===== src/rtl/dma_slave_cfg_if.sv =====
// AXI-style bus bundle between a master and the DMA configuration slave.
// AW/W/B carry register writes, AR/R carry register reads.
interface dma_slave_cfg_if;
  logic [7:0]  AWID;
  logic [31:0] AWADDR;
  logic [3:0]  AWLEN;
  logic [2:0]  AWSIZE;
  logic [1:0]  AWBURST;
  logic        AWVALID;
  logic        AWREADY;

  logic [31:0] WDATA;
  logic [3:0]  WSTRB;
  logic        WLAST;
  logic        WVALID;
  logic        WREADY;

  logic [7:0]  BID;
  logic [1:0]  BRESP;
  logic        BVALID;
  logic        BREADY;

  logic [7:0]  ARID;
  logic [31:0] ARADDR;
  logic [3:0]  ARLEN;
  logic [2:0]  ARSIZE;
  logic [1:0]  ARBURST;
  logic        ARVALID;
  logic        ARREADY;

  logic [7:0]  RID;
  logic [31:0] RDATA;
  logic [1:0]  RRESP;
  logic        RLAST;
  logic        RVALID;
  logic        RREADY;

  modport master (
    output AWID, AWADDR, AWLEN, AWSIZE, AWBURST, AWVALID,
    input  AWREADY,
    output WDATA, WSTRB, WLAST, WVALID,
    input  WREADY,
    input  BID, BRESP, BVALID,
    output BREADY,
    output ARID, ARADDR, ARLEN, ARSIZE, ARBURST, ARVALID,
    input  ARREADY,
    input  RID, RDATA, RRESP, RLAST, RVALID,
    output RREADY
  );

  modport slave (
    input  AWID, AWADDR, AWLEN, AWSIZE, AWBURST, AWVALID,
    output AWREADY,
    input  WDATA, WSTRB, WLAST, WVALID,
    output WREADY,
    output BID, BRESP, BVALID,
    input  BREADY,
    input  ARID, ARADDR, ARLEN, ARSIZE, ARBURST, ARVALID,
    output ARREADY,
    output RID, RDATA, RRESP, RLAST, RVALID,
    input  RREADY
  );
endinterface


===== src/rtl/dma_slave_cfg.sv =====
// DMA config slave: strobes/config_addr follow a W beat by one cycle; one transaction per direction, READY held low while busy.
// Optional DMA_CFG_READBACK_EN keeps readable shadows of DMASRC/DMADST/DMALEN; without it those offsets read as zero.
module dma_slave_cfg (
  input  logic                  ACLK,
  input  logic                  ARESETn,
  dma_slave_cfg_if.slave        axi,
  output logic [31:0]           config_addr,
  output logic                  DMASRC_valid,
  output logic                  DMADST_valid,
  output logic                  DMALEN_valid,
  output logic                  DMA_enable,
  input  logic                  DMA_interrupt
);

  localparam logic [7:0] OFS_DMAEN  = 8'h00;
  localparam logic [7:0] OFS_SRC    = 8'h04;
  localparam logic [7:0] OFS_DST    = 8'h08;
  localparam logic [7:0] OFS_LEN    = 8'h0C;
  localparam logic [7:0] OFS_STATUS = 8'h10;

  localparam logic [1:0] RESP_OKAY   = 2'b00;
  localparam logic [1:0] RESP_DECERR = 2'b11;

  localparam logic [1:0] W_IDLE = 2'd0;
  localparam logic [1:0] W_DATA = 2'd1;
  localparam logic [1:0] W_RESP = 2'd2;

  localparam logic [0:0] R_IDLE = 1'b0;
  localparam logic [0:0] R_DATA = 1'b1;

  // ---------------- write path ----------------
  logic [1:0] w_state;
  logic [7:0] w_id_q;
  logic [7:0] w_ofs_q;
  logic       w_hs;
  logic       w_any_strb;
  logic       w_is_cfg;
  logic       w_mapped;

  assign w_hs       = (w_state == W_DATA) && axi.WVALID;
  assign w_any_strb = w_hs && (axi.WSTRB != 4'b0000);
  assign w_is_cfg   = (w_ofs_q == OFS_SRC) || (w_ofs_q == OFS_DST) || (w_ofs_q == OFS_LEN);
  assign w_mapped   = w_is_cfg || (w_ofs_q == OFS_DMAEN) || (w_ofs_q == OFS_STATUS);

  always_ff @(posedge ACLK or negedge ARESETn) begin
    if (!ARESETn) begin
      w_state <= W_IDLE;
      w_id_q  <= '0;
      w_ofs_q <= '0;
    end else begin
      case (w_state)
        W_IDLE: if (axi.AWVALID) begin
          w_id_q  <= axi.AWID;
          w_ofs_q <= axi.AWADDR[7:0];
          w_state <= W_DATA;
        end
        W_DATA: if (axi.WVALID && axi.WLAST) w_state <= W_RESP;
        W_RESP: if (axi.BREADY) w_state <= W_IDLE;
        default: w_state <= W_IDLE;
      endcase
    end
  end

  assign axi.AWREADY = (w_state == W_IDLE);
  assign axi.WREADY  = (w_state == W_DATA);
  assign axi.BVALID  = (w_state == W_RESP);
  assign axi.BID     = w_id_q;
  assign axi.BRESP   = w_mapped ? RESP_OKAY : RESP_DECERR;

  // Every beat of a burst lands on the captured offset; the address never advances.
  always_ff @(posedge ACLK or negedge ARESETn) begin
    if (!ARESETn) begin
      config_addr  <= '0;
      DMASRC_valid <= 1'b0;
      DMADST_valid <= 1'b0;
      DMALEN_valid <= 1'b0;
      DMA_enable   <= 1'b0;
    end else begin
      DMASRC_valid <= w_any_strb && (w_ofs_q == OFS_SRC);
      DMADST_valid <= w_any_strb && (w_ofs_q == OFS_DST);
      DMALEN_valid <= w_any_strb && (w_ofs_q == OFS_LEN);
      if (w_any_strb && w_is_cfg) config_addr <= axi.WDATA;
      if (w_hs && axi.WSTRB[0] && (w_ofs_q == OFS_DMAEN)) DMA_enable <= axi.WDATA[0];
    end
  end

`ifdef DMA_CFG_READBACK_EN
  logic [31:0] src_shadow;
  logic [31:0] dst_shadow;
  logic [31:0] len_shadow;

  always_ff @(posedge ACLK or negedge ARESETn) begin
    if (!ARESETn) begin
      src_shadow <= '0;
      dst_shadow <= '0;
      len_shadow <= '0;
    end else if (w_any_strb) begin
      if (w_ofs_q == OFS_SRC) src_shadow <= axi.WDATA;
      if (w_ofs_q == OFS_DST) dst_shadow <= axi.WDATA;
      if (w_ofs_q == OFS_LEN) len_shadow <= axi.WDATA;
    end
  end
`endif

  // ---------------- read path ----------------
  logic [0:0]  r_state;
  logic [7:0]  r_id_q;
  logic [7:0]  r_ofs_q;
  logic [3:0]  r_len_q;
  logic [3:0]  r_cnt;
  logic [31:0] r_data_q;
  logic [1:0]  r_resp_q;
  logic        r_last;
  logic [7:0]  rd_ofs;
  logic [31:0] rd_value;
  logic [1:0]  rd_resp;

  assign rd_ofs = (r_state == R_IDLE) ? axi.ARADDR[7:0] : r_ofs_q;

  always_comb begin
    rd_value = '0;
    rd_resp  = RESP_OKAY;
    case (rd_ofs)
      OFS_STATUS: rd_value = {30'b0, DMA_interrupt, DMA_enable};
`ifdef DMA_CFG_READBACK_EN
      OFS_DMAEN:  rd_value = {31'b0, DMA_enable};
      OFS_SRC:    rd_value = src_shadow;
      OFS_DST:    rd_value = dst_shadow;
      OFS_LEN:    rd_value = len_shadow;
`else
      OFS_DMAEN, OFS_SRC, OFS_DST, OFS_LEN: rd_value = '0;
`endif
      default:    rd_resp  = RESP_DECERR;
    endcase
  end

  assign r_last = (r_state == R_DATA) && (r_cnt == r_len_q);

  // Data is sampled at acceptance and after each beat, so a stalled beat never changes
  // and a read racing a register write sees the pre-write value.
  always_ff @(posedge ACLK or negedge ARESETn) begin
    if (!ARESETn) begin
      r_state  <= R_IDLE;
      r_id_q   <= '0;
      r_ofs_q  <= '0;
      r_len_q  <= '0;
      r_cnt    <= '0;
      r_data_q <= '0;
      r_resp_q <= RESP_OKAY;
    end else begin
      case (r_state)
        R_IDLE: if (axi.ARVALID) begin
          r_id_q   <= axi.ARID;
          r_ofs_q  <= axi.ARADDR[7:0];
          r_len_q  <= axi.ARLEN;
          r_cnt    <= '0;
          r_data_q <= rd_value;
          r_resp_q <= rd_resp;
          r_state  <= R_DATA;
        end
        R_DATA: if (axi.RREADY) begin
          if (r_last) begin
            r_state <= R_IDLE;
          end else begin
            r_cnt    <= r_cnt + 4'd1;
            r_data_q <= rd_value;
          end
        end
        default: r_state <= R_IDLE;
      endcase
    end
  end

  assign axi.ARREADY = (r_state == R_IDLE);
  assign axi.RVALID  = (r_state == R_DATA);
  assign axi.RLAST   = r_last;
  assign axi.RID     = r_id_q;
  assign axi.RDATA   = r_data_q;
  assign axi.RRESP   = r_resp_q;

  logic unused_ok;
  assign unused_ok = ^{axi.AWADDR[31:8], axi.AWLEN, axi.AWSIZE, axi.AWBURST,
                       axi.ARADDR[31:8], axi.ARSIZE, axi.ARBURST};

endmodule


===== src/flat_wrapper.sv =====
// flat-port wrapper written by rule: the top's interface ports become plain ports
module dma_slave_cfg_flat 
  (ACLK, ARESETn, config_addr, DMASRC_valid, DMADST_valid, DMALEN_valid, DMA_enable, DMA_interrupt, axi_AWID, axi_AWADDR, axi_AWLEN, axi_AWSIZE, axi_AWBURST, axi_AWVALID, axi_AWREADY, axi_WDATA, axi_WSTRB, axi_WLAST, axi_WVALID, axi_WREADY, axi_BID, axi_BRESP, axi_BVALID, axi_BREADY, axi_ARID, axi_ARADDR, axi_ARLEN, axi_ARSIZE, axi_ARBURST, axi_ARVALID, axi_ARREADY, axi_RID, axi_RDATA, axi_RRESP, axi_RLAST, axi_RVALID, axi_RREADY);
  dma_slave_cfg_if axi_i ();
  input  logic ACLK;
  input  logic ARESETn;
  output logic [31:0] config_addr;
  output logic DMASRC_valid;
  output logic DMADST_valid;
  output logic DMALEN_valid;
  output logic DMA_enable;
  input  logic DMA_interrupt;
  input wire logic [$bits(axi_i.AWID)-1:0] axi_AWID;
  input wire logic [$bits(axi_i.AWADDR)-1:0] axi_AWADDR;
  input wire logic [$bits(axi_i.AWLEN)-1:0] axi_AWLEN;
  input wire logic [$bits(axi_i.AWSIZE)-1:0] axi_AWSIZE;
  input wire logic [$bits(axi_i.AWBURST)-1:0] axi_AWBURST;
  input wire logic [$bits(axi_i.AWVALID)-1:0] axi_AWVALID;
  output wire logic [$bits(axi_i.AWREADY)-1:0] axi_AWREADY;
  input wire logic [$bits(axi_i.WDATA)-1:0] axi_WDATA;
  input wire logic [$bits(axi_i.WSTRB)-1:0] axi_WSTRB;
  input wire logic [$bits(axi_i.WLAST)-1:0] axi_WLAST;
  input wire logic [$bits(axi_i.WVALID)-1:0] axi_WVALID;
  output wire logic [$bits(axi_i.WREADY)-1:0] axi_WREADY;
  output wire logic [$bits(axi_i.BID)-1:0] axi_BID;
  output wire logic [$bits(axi_i.BRESP)-1:0] axi_BRESP;
  output wire logic [$bits(axi_i.BVALID)-1:0] axi_BVALID;
  input wire logic [$bits(axi_i.BREADY)-1:0] axi_BREADY;
  input wire logic [$bits(axi_i.ARID)-1:0] axi_ARID;
  input wire logic [$bits(axi_i.ARADDR)-1:0] axi_ARADDR;
  input wire logic [$bits(axi_i.ARLEN)-1:0] axi_ARLEN;
  input wire logic [$bits(axi_i.ARSIZE)-1:0] axi_ARSIZE;
  input wire logic [$bits(axi_i.ARBURST)-1:0] axi_ARBURST;
  input wire logic [$bits(axi_i.ARVALID)-1:0] axi_ARVALID;
  output wire logic [$bits(axi_i.ARREADY)-1:0] axi_ARREADY;
  output wire logic [$bits(axi_i.RID)-1:0] axi_RID;
  output wire logic [$bits(axi_i.RDATA)-1:0] axi_RDATA;
  output wire logic [$bits(axi_i.RRESP)-1:0] axi_RRESP;
  output wire logic [$bits(axi_i.RLAST)-1:0] axi_RLAST;
  output wire logic [$bits(axi_i.RVALID)-1:0] axi_RVALID;
  input wire logic [$bits(axi_i.RREADY)-1:0] axi_RREADY;
  assign axi_i.AWID = axi_AWID;
  assign axi_i.AWADDR = axi_AWADDR;
  assign axi_i.AWLEN = axi_AWLEN;
  assign axi_i.AWSIZE = axi_AWSIZE;
  assign axi_i.AWBURST = axi_AWBURST;
  assign axi_i.AWVALID = axi_AWVALID;
  assign axi_AWREADY = axi_i.AWREADY;
  assign axi_i.WDATA = axi_WDATA;
  assign axi_i.WSTRB = axi_WSTRB;
  assign axi_i.WLAST = axi_WLAST;
  assign axi_i.WVALID = axi_WVALID;
  assign axi_WREADY = axi_i.WREADY;
  assign axi_BID = axi_i.BID;
  assign axi_BRESP = axi_i.BRESP;
  assign axi_BVALID = axi_i.BVALID;
  assign axi_i.BREADY = axi_BREADY;
  assign axi_i.ARID = axi_ARID;
  assign axi_i.ARADDR = axi_ARADDR;
  assign axi_i.ARLEN = axi_ARLEN;
  assign axi_i.ARSIZE = axi_ARSIZE;
  assign axi_i.ARBURST = axi_ARBURST;
  assign axi_i.ARVALID = axi_ARVALID;
  assign axi_ARREADY = axi_i.ARREADY;
  assign axi_RID = axi_i.RID;
  assign axi_RDATA = axi_i.RDATA;
  assign axi_RRESP = axi_i.RRESP;
  assign axi_RLAST = axi_i.RLAST;
  assign axi_RVALID = axi_i.RVALID;
  assign axi_i.RREADY = axi_RREADY;
  dma_slave_cfg u_core (.ACLK(ACLK), .ARESETn(ARESETn), .axi(axi_i), .config_addr(config_addr), .DMASRC_valid(DMASRC_valid), .DMADST_valid(DMADST_valid), .DMALEN_valid(DMALEN_valid), .DMA_enable(DMA_enable), .DMA_interrupt(DMA_interrupt));
endmodule

===== config.mk =====
export PLATFORM = sky130hd
export DESIGN_NAME = dma_slave_cfg_flat
export DESIGN_NICKNAME = d
export VERILOG_FILES = /design/src/rtl/dma_slave_cfg_if.sv /design/src/rtl/dma_slave_cfg.sv /design/src/flat_wrapper.sv
export SDC_FILE = /design/constraint.sdc
export NUM_CORES = 1
export LEC_CHECK = 0
export ABC_AREA = 1
export BUFFER_PORTS_ARGS = -buffer_cell sky130_fd_sc_hd__buf_2
export CORE_ASPECT_RATIO = 0.8
export CORE_MARGIN = 4
export CORE_UTILIZATION = 46
export CTS_BUF_LIST = sky130_fd_sc_hd__clkbuf_16
export CTS_CLUSTER_DIAMETER = 80
export CTS_CLUSTER_SIZE = 10
export DETAILED_ROUTE_END_ITERATION = 7
export PLACE_DENSITY_LB_ADDON = 0.1
export SETUP_SLACK_MARGIN = 0.3
export SYNTH_ARGS = -nofsm -noshare
export SYNTH_HDL_FRONTEND = slang
export SYNTH_SLANG_ARGS = --single-unit

===== constraint.sdc =====
create_clock -name ACLK -period 2.7 [get_ports ACLK]
set_clock_uncertainty 0.15 [all_clocks]
set_input_delay 0.54 -clock ACLK [delete_from_list [all_inputs] [get_ports ACLK]]
set_output_delay 0.54 -clock ACLK [all_outputs]
set_load 0.05 [all_outputs]

==> results.ini <==
[floorplan]
rows=29
die-width_um=110
start_util_pct=47.7
die_area_um2=9810
io-pin-count=237
core_um2=7980
die_y_um=89.4

[timing]
min_period_ns=2.24
grt_setup_unrepaired=false
fmax_mhz=447
tns_ns=0
slew_viol_final=0
fin_crit_sh_pct=82.9
hold_slack_ns=0.0575
slew-limit-headroom_pct=51.8
final_hold_viol_count=0
worst_pin_slew_ns=0.721
setup_violations=0

[layout]
fillers=767
final_cell_area_um2=4770
final_layout_size_suffix_gt1_share_pct=32.9
mostFrequentLayoutCells=buf_2 (141), nand2_1 (119), dfrtp_1 (81)
antenna_cells=0
area_delta_synth_final_pct=25.3
fin_nets=710
layout_commonest_cell=buf_2

[cts]
clockBufferDepth=2
hold_buffers=0
cts_max_level=3
clock_latency_ns=0.33
path_clk_slew_ns=0.06
cts_tree=yes
cts_buffers=9
numClockSinks=82
cts_root_buffer=clkbuf_16
postCtsSetupBuffers=0

[run_status]
status=complete, no violations

[global_route]
grt.overflow.total=0
grt_pass1_wl_mm=14.2
antenna_found_initial=0
grt_max_degree=45
grt_use_total_pct=18.6
grt_pass1_vias=3057

[worst_setup_path]
cp-startpoint=u_core.w_ofs_q[7]
r2r_end=u_core.config_addr[3]
critPathMaxFanout=4
crit_buf_inv=1
critPathMaxStageDelay_ns=0.38
worstSetupPathType=reg -> out
start_kind=flip-flop
r2r_setup_slack_ns=0.78
crit_chain=nor2_1, nand2_1, or2_4, a21oi_2, nor2_2, buf_4
arrival_ns=1.55
cp_top_family=simple AND/OR/NAND/NOR gates
worstSetupEndpointType=primary output
cp_slowest_cell=dfrtp_1
reg2reg_depth=7
crit-reg2reg-launch=u_core.w_ofs_q[7]
crit_required_ns=2.01

[synth]
syn_avg_cell_area_um2=8.90
ys_seq_elements=82
ys_types=28
seq_area_frac_synth_pct=53.9
yosys_warnings=0
synth_area_um2=3810
synth_cells=428

[detailed_routing]
drt-total-wl_mm=8.90
antenna_left=0
dr.pass1.iters=4
viasPerCell=4.68
wire_per_inst_um=13.1
vias=3176
drt_drc_violations_left=0
drt_iter0_markers=157

[placement]
hpwl_mm=6.47
placed_area_um2=4470
place.port_buffers=144
globalplace.congestion=0.810

[flow_run]
max-cap-violations=0

[power]
power_density_nw_per_um2=1290
irDropWorstVdd_mv=0.670
p_leak_uw=0.00275

[worst_hold_path]
min_path_type=in -> async

[cell usage after synthesis]
cell type,n,area share [%]
a21o_1,1,0.20
a21oi_1,4,0.53
a21oi_2,1,0.23
a21oi_4,1,0.43
buf_2,9,1.2
buf_4,36,7.1
buf_6,3,0.89
clkbuf_1,3,0.30
conb_1,1,0.098
dfrtp_1,82,54
ha_1,1,0.33
inv_1,24,2.4
inv_2,1,0.098
mux2_2,13,3.8
nand2_1,119,12
nand2_2,2,0.33
nand2_4,1,0.30
nand3_1,74,9.7
nand3b_1,1,0.20
nor2_1,25,2.5
nor2_2,1,0.16
nor2_4,1,0.30
nor3_1,1,0.13
o21ai_0,19,2.5
o31ai_1,1,0.20
or2_1,1,0.16
or2_2,1,0.16
xnor2_1,1,0.23
[repair_timing]
action | CTS | global route
endpoints found under the setup margin | 0 | 3
resized for setup | 0 | 6
hold endpoints to repair | 0 | 0
[report_power, final]
part | switching [µW] | internal (µW) | leakage, µW
Sequential | 290 | 1730 | 0.00105
Combinational | 2200 | 730 | 0.00156
Clock | 481 | 714 | 0.000141
[area by class of cell]
class,instances,area (µm²),area share (%)
sequential,82,2050,43.0
multi-input combinational,299,1420,29.7
timing repair buffer,149,778,16.3
clock buffer,9,225,4.72
tap,108,135,2.83
inverter,25,93.8,1.97
clock inverter,7,70.1,1.47
[metrics by stage]
step	util (%)	cells	setup slack, ns	total power [µW]
floorplan	-	457	0.479	4350
finish	59.8	679	0.461	6150
CTS	59.7	679	0.342	6210
global route	59.8	679	0.311	6560
global placement	56.0	663	0.716	4940
detailed placement	56.0	663	0.699	4990
[kinds of logic after synthesis]
kind of cell | Yosys count | share of synthesized area, %
simple gates | 227 | 25.6
flops | 82 | 53.9
buf+inv | 76 | 11.9
compound gates | 27 | 4.07
mux | 13 | 3.84
fa+ha+maj | 1 | 0.328
other cells | 1 | 0.0984
xor+xnor | 1 | 0.230
[worst register-to-register path: stages, from the launching register on]
cell	delay, ns
dfrtp_1	0.38
nor2_1	0.11
nand2_1	0.08
or2_4	0.25
nor2_1	0.12
nand2_2	0.39
nand3_1	0.24
nand2_1	0.07
[registers in the layout, indices dropped and copies added (netlist names)]
register,flops
u_core.config_addr,32
u_core.axi.BID,8
u_core.axi.RID,8
u_core.r_ofs_q,8
u_core.w_ofs_q,8
u_core.r_cnt,4
u_core.r_len_q,4
u_core.axi.RDATA,2
u_core.w_state,2
u_core.DMADST_valid,1
u_core.DMALEN_valid,1
u_core.DMASRC_valid,1
u_core.DMA_enable,1
u_core.axi.RRESP,1
u_core.axi.RVALID,1
[worst max path at each step]
stage | to | slack, ns | cells after the start
after floorplan | axi_BRESP[1] | 0.48 | 7
after global placement | axi_RLAST | 0.72 | 5
after detailed placement | axi_RLAST | 0.70 | 5
after CTS | axi_RLAST | 0.34 | 5
after global routing | axi_BRESP[0] | 0.31 | 6
final | axi_BRESP[1] | 0.46 | 6
[per-layer routing]
| layer | global-route usage (%) | part of all wire [%] |
|---|---|---|
| met2 | 29.4 | 47 |
| met4 | 4.76 | 0.45 |
| met3 | 6.79 | 8.5 |
| met5 | 0 | 0 |
| met1 | 24.4 | 44 |
Note: power is estimated with default switching activity, not from simulation.
